**src/rtl/ifu_fetch.sv**
```systemverilog
// Instruction-fetch front end: owns the fetch PC, issues one word fetch at a time
// to a handshaked instruction memory and hands each returned word to decode.
module ifu_fetch #(
    parameter logic [31:0] RESET_PC = 32'h0000_3000
) (
    input  logic        clk,
    input  logic        reset,
    input  logic        redirect_valid,
    input  logic [31:0] redirect_pc,
    output logic        imem_req,
    output logic [31:0] imem_addr,
    input  logic        imem_gnt,
    input  logic        imem_rvalid,
    input  logic [31:0] imem_rdata,
    output logic        if_valid,
    input  logic        if_ready,
    output logic [31:0] if_instr,
    output logic [31:0] if_pc,
    output logic [31:0] if_pc4,
    output logic        addr_err
);

    localparam logic [1:0] IDLE = 2'd0;
    localparam logic [1:0] REQ  = 2'd1;
    localparam logic [1:0] WAIT = 2'd2;
    localparam logic [1:0] HOLD = 2'd3;

    logic [1:0]  state_reg, state_next;
    logic [31:0] fetch_pc_reg, fetch_pc_next;
    logic        drop_reg, drop_next;
    logic [31:0] instr_reg, instr_next;
    logic [31:0] pc_reg, pc_next;
    logic [31:0] pc4_reg, pc4_next;
    logic        addr_err_reg, addr_err_next;

    always_comb begin
        state_next    = state_reg;
        fetch_pc_next = fetch_pc_reg;
        drop_next     = drop_reg;
        instr_next    = instr_reg;
        pc_next       = pc_reg;
        pc4_next      = pc4_reg;
        addr_err_next = redirect_valid & (redirect_pc[1:0] != 2'b00);

        case (state_reg)
            IDLE: state_next = REQ;
            REQ: begin
                if (imem_gnt) begin
                    state_next = WAIT;
                    // A redirect racing the grant makes the granted response stale.
                    drop_next  = redirect_valid;
                end
            end
            WAIT: begin
                if (imem_rvalid) begin
                    if (drop_reg || redirect_valid) begin
                        drop_next  = 1'b0;
                        state_next = REQ;
                    end else begin
                        instr_next    = imem_rdata;
                        pc_next       = fetch_pc_reg;
                        pc4_next      = fetch_pc_reg + 32'd4;
                        fetch_pc_next = fetch_pc_reg + 32'd4;
                        state_next    = HOLD;
                    end
                end else if (redirect_valid) begin
                    drop_next = 1'b1;
                end
            end
            HOLD: begin
                // Either the transfer completes or a redirect flushes the held word.
                if (if_ready || redirect_valid) begin
                    state_next = REQ;
                end
            end
            default: state_next = IDLE;
        endcase

        if (redirect_valid) begin
            fetch_pc_next = {redirect_pc[31:2], 2'b00};
        end
    end

    always_ff @(posedge clk or negedge reset) begin
        if (!reset) begin
            state_reg    <= IDLE;
            fetch_pc_reg <= RESET_PC;
            drop_reg     <= 1'b0;
            instr_reg    <= 32'd0;
            pc_reg       <= RESET_PC;
            pc4_reg      <= RESET_PC + 32'd4;
            addr_err_reg <= 1'b0;
        end else begin
            state_reg    <= state_next;
            fetch_pc_reg <= fetch_pc_next;
            drop_reg     <= drop_next;
            instr_reg    <= instr_next;
            pc_reg       <= pc_next;
            pc4_reg      <= pc4_next;
            addr_err_reg <= addr_err_next;
        end
    end

    assign imem_req  = (state_reg == REQ);
    assign imem_addr = fetch_pc_reg;
    assign if_valid  = (state_reg == HOLD);
    assign if_instr  = instr_reg;
    assign if_pc     = pc_reg;
    assign if_pc4    = pc4_reg;
    assign addr_err  = addr_err_reg;

endmodule
```
**config.mk**
```make
export PLATFORM = sky130hd
export DESIGN_NAME = ifu_fetch
export DESIGN_NICKNAME = d
export VERILOG_FILES = /design/src/rtl/ifu_fetch.sv
export SDC_FILE = /design/constraint.sdc
export NUM_CORES = 1
export LEC_CHECK = 0
export ABC_AREA = 1
export CAP_MARGIN = 20
export CORE_UTILIZATION = 47
export CTS_BUF_LIST = sky130_fd_sc_hd__clkbuf_4 sky130_fd_sc_hd__clkbuf_8
export CTS_CLUSTER_SIZE = 8
export DETAILED_ROUTE_END_ITERATION = 16
export MAX_ROUTING_LAYER = met4
export PLACE_DENSITY = 0.93
export SLEW_MARGIN = 15
export SYNTH_ARGS = -nofsm -noshare
export SYNTH_HDL_FRONTEND = slang
export SYNTH_SLANG_ARGS = --single-unit
```
**constraint.sdc**
```tcl
create_clock -name clk -period 2 [get_ports clk]
set_input_delay 0.5 -clock clk [delete_from_list [all_inputs] [get_ports clk]]
set_output_delay 0.5 -clock clk [all_outputs]
set_load 0.02 [all_outputs]
```
==> impl_metrics.ini <==
[critical_path]
cp_max_fo = 4
cp-end-kind = output port
r2r_end = imem_addr[12]$_DFFE_PN1P_
r2r.worst_path.cells = 7
reg2reg_from = state_reg[0]$_DFFE_PN0P_
cpPeakStageDelay_ps = 420
r2r_slack_ps = 200
cp.required_ps = 1500
worst_path_max_delay_cell = dfrtp_1
worstSetupPathType = reg -> out
crit_buf_inv = 2
cp.arrival_ps = 1450
crit_chain = inv_1, ha_2, clkdlybuf4s15_2
startpoint_type = register
path_delay_family = flip-flops

[floorplanning]
die_w_um = 113.0
die_h_um = 113.0
ios = 201
core_area_um2 = 12010
start_util = 0.4824
num_rows = 40
die_area_um2 = 12780

[clock_tree]
clkTransAtPathRegs_ps = 80
cts_tree = done
cts-root-buf = clkbuf_8
clock_latency_ps = 430
cts_buffers = 17
cts_buffer_depth = 2
clock_sinks = 126
h-tree-depth = 4

[global_route]
grtUsageMet3 = 0.06749
grt_pass1_wl_um = 27130
met1_usage = 0.3320
antenna_found_initial = 0
grt_max_degree = 55
grt_pass1_vias = 5569
grtUsageMet2 = 0.4716
gr-max-usage-layer = met2
grt_overflow = 0
grt_use_total = 0.2820

[layout]
n_antenna_cell = 0
final_area_um2 = 8381
final_net_count = 997
areaGrowthSynthToFinish_pct = 44.63
fin_util = 0.6977
final_layout_size_suffix_gt1_frac = 0.08663
stdcell_count = 1082
largest_reg_flops = 32

[pwr]
power_density_nw_per_um2 = 1276
power.leakage_nw = 4.248
ir_worst_vdd_uv = 818.5

[yosys]
ys_ff_latch = 126
ys_types = 31
yosysWarningCount = 0
synth_area_per_cell_um2 = 8.036
synth_seq_area_share = 0.5457
syn-cell-area_um2 = 5794
syn_inst = 721

[drt]
wire_per_inst_um = 15.55
via_count = 5579
antenna_left = 0
drt_first_pass_iters = 5
vias_per_cell = 5.156
detail_route.drc_violations = 0
dr.first_iter.drc_count = 360
drt_wl_total_um = 16820

[timing]
fin_ws_ps = 53.40
rsz0062_at_grt = false
period_share = 0.9733
max_slew.worst_pin.slew_ps = 628.2
fin_crit_ps = 1947
relSlewSlack = 0.5807
setup_tns_ps = 0
setup_violations = 0
finClkSkew_ps = 9.316
hold_viol_final = 0
slew_violations = 0
fmax_mhz = 513.7

[place]
dp_slack_ps = -5.952
place.gp.congestion = 0.8896
dp_hpwl_um = 12140
dpl.cell_count = 1049
portBuffers = 194
placed_cell_area_um2 = 7970

[worst_hold_path]
hold_depth = 2
hp-class = reg -> reg
holdCritStartpoint = if_instr[2]$_DFFE_PN0P_
hold_end = if_instr[2]$_DFFE_PN0P_

[job]
maxCapViolCount = 0

[outcome]
status = complete, no violations
[metrics by stage]
stage,power [mW],hold slack (ps)
6_report,10.69,479.9
2_1_floorplan,6.106,204.4
3_3_place_gp,8.325,444.3
4_1_cts,10.75,483.5
5_1_grt,11.27,489.6
3_5_place_dp,8.462,448.0
[power by group]
| part | internal (mW) | switching (mW) | leakage, nW |
|---|---|---|---|
| Clock | 1.29 | 1.08 | 0.210 |
| Combinational | 1.95 | 2.32 | 2.44 |
| Sequential | 3.44 | 0.617 | 1.60 |
| Total | 6.68 | 4.01 | 4.25 |
[logic make-up after synthesis]
logic type | after synthesis | share of synthesized area
DFF | 126 | 0.5457
buffers and inverters | 87 | 0.06435
and+or+nand+nor | 433 | 0.3144
xor gates and xnor gates | 3 | 0.004535
adders and majority gates | 5 | 0.01080
other | 1 | 0.0006472
AOI/OAI and AO/OA | 66 | 0.05960
[Yosys cell counts]
cell	number	area, um^2
nand2_1	328	1231
dfrtp_1	119	2978
inv_1	55	206.5
o21ai_0	54	270.3
nand3_1	47	235.2
nor2_1	30	112.6
buf_2	18	90.09
nor2_2	8	50.05
dfstp_2	7	183.9
a21oi_1	6	30.03
buf_4	6	45.04
clkbuf_1	6	22.52
ha_1	5	62.56
nor2_4	5	56.30
nand2_2	4	25.02
nand2_4	3	33.78
nand3_2	3	30.03
nand3b_1	2	15.01
o211ai_1	2	15.01
xnor2_1	2	17.52
and2_1	1	6.260
clkbuf_2	1	5.000
conb_1	1	3.750
inv_2	1	3.750
nor2_8	1	20.02
o2111ai_1	1	8.760
o21a_1	1	7.510
o22ai_1	1	6.260
o31ai_1	1	7.510
or2_2	1	6.260
xor2_1	1	8.760
[routing by layer]
layer / share of wire / vias up / routed length [um]
met1: 0.40 / 2646 / 6742
met2: 0.50 / 273 / 8432
met5: 0 / - / 0
li1: - / 2632 / -
met3: 0.080 / 28 / 1338
met4: 0.018 / 0 / 310
[how the worst max path moves through the flow]
stage	start	endpoint	cells past startpoint
2_1_floorplan	imem_addr[3]$_DFFE_PN0P_	if_pc4[22]$_DFFE_PN0P_	8
3_3_place_gp	redirect_valid	if_pc4[4]$_DFFE_PN0P_	7
3_5_place_dp	redirect_valid	imem_addr[5]$_DFFE_PN0P_	7
4_1_cts	state_reg[1]$_DFFE_PN0P_	imem_req	3
5_1_grt	if_pc4[31]$_DFFE_PN0P_	if_pc4[31]	1
6_report	state_reg[1]$_DFFE_PN0P_	imem_req	3
[cell usage in the layout, fill, tap and decap left out, types with 2 or more instances in the layout]
master / Yosys / routed
ha_1: 5 / 4
dlygate4sd2_1: 0 / 32
o211ai_1: 2 / 2
buf_4: 6 / 6
nand3b_1: 2 / 2
nand3_2: 3 / 2
conb_1: 1 / 6
nand2_1: 328 / 328
dfrtp_1: 119 / 119
clkinv_2: 0 / 3
nor2_4: 5 / 5
nand2_4: 3 / 3
nor2_2: 8 / 8
dfstp_2: 7 / 7
xnor2_1: 2 / 2
nand3_1: 47 / 47
clkbuf_8: 0 / 18
clkinv_4: 0 / 3
clkdlybuf4s50_1: 0 / 153
nand2_2: 4 / 4
bufinv_16: 0 / 3
clkinvlp_4: 0 / 2
o21ai_0: 54 / 54
inv_1: 55 / 55
inv_6: 0 / 2
nor2_1: 30 / 30
buf_12: 0 / 7
a21oi_1: 6 / 6
dlymetal6s2s_1: 0 / 7
[area by class of cell]
class                   count  area, um^2
clock buffers              19       255.2
well taps                 147       183.9
clock inverters            13       163.9
fillers                   906        3631
inverters                  56       210.2
repair buffers            208        2117
flip-flops and latches    126        3162
multi-input cells         513        2288
[worst reg2reg max path: cells and delay by family (launching register included)]
kind | cells | cell delay, ps
buffers and inverters | 2 | 540
AND/OR/NAND/NOR | 4 | 450
flip-flops | 1 | 440
adder cells (fa/ha/maj) | 1 | 300
[timing repair]
action	4_1_cts	5_1_grt
endpoints found under the hold margin	39	0
resized for setup	35	8
setup endpoints to repair	33	8
buffers inserted	0	0
hold buffers	1	0
Note: power is estimated with default switching activity, not from simulation.
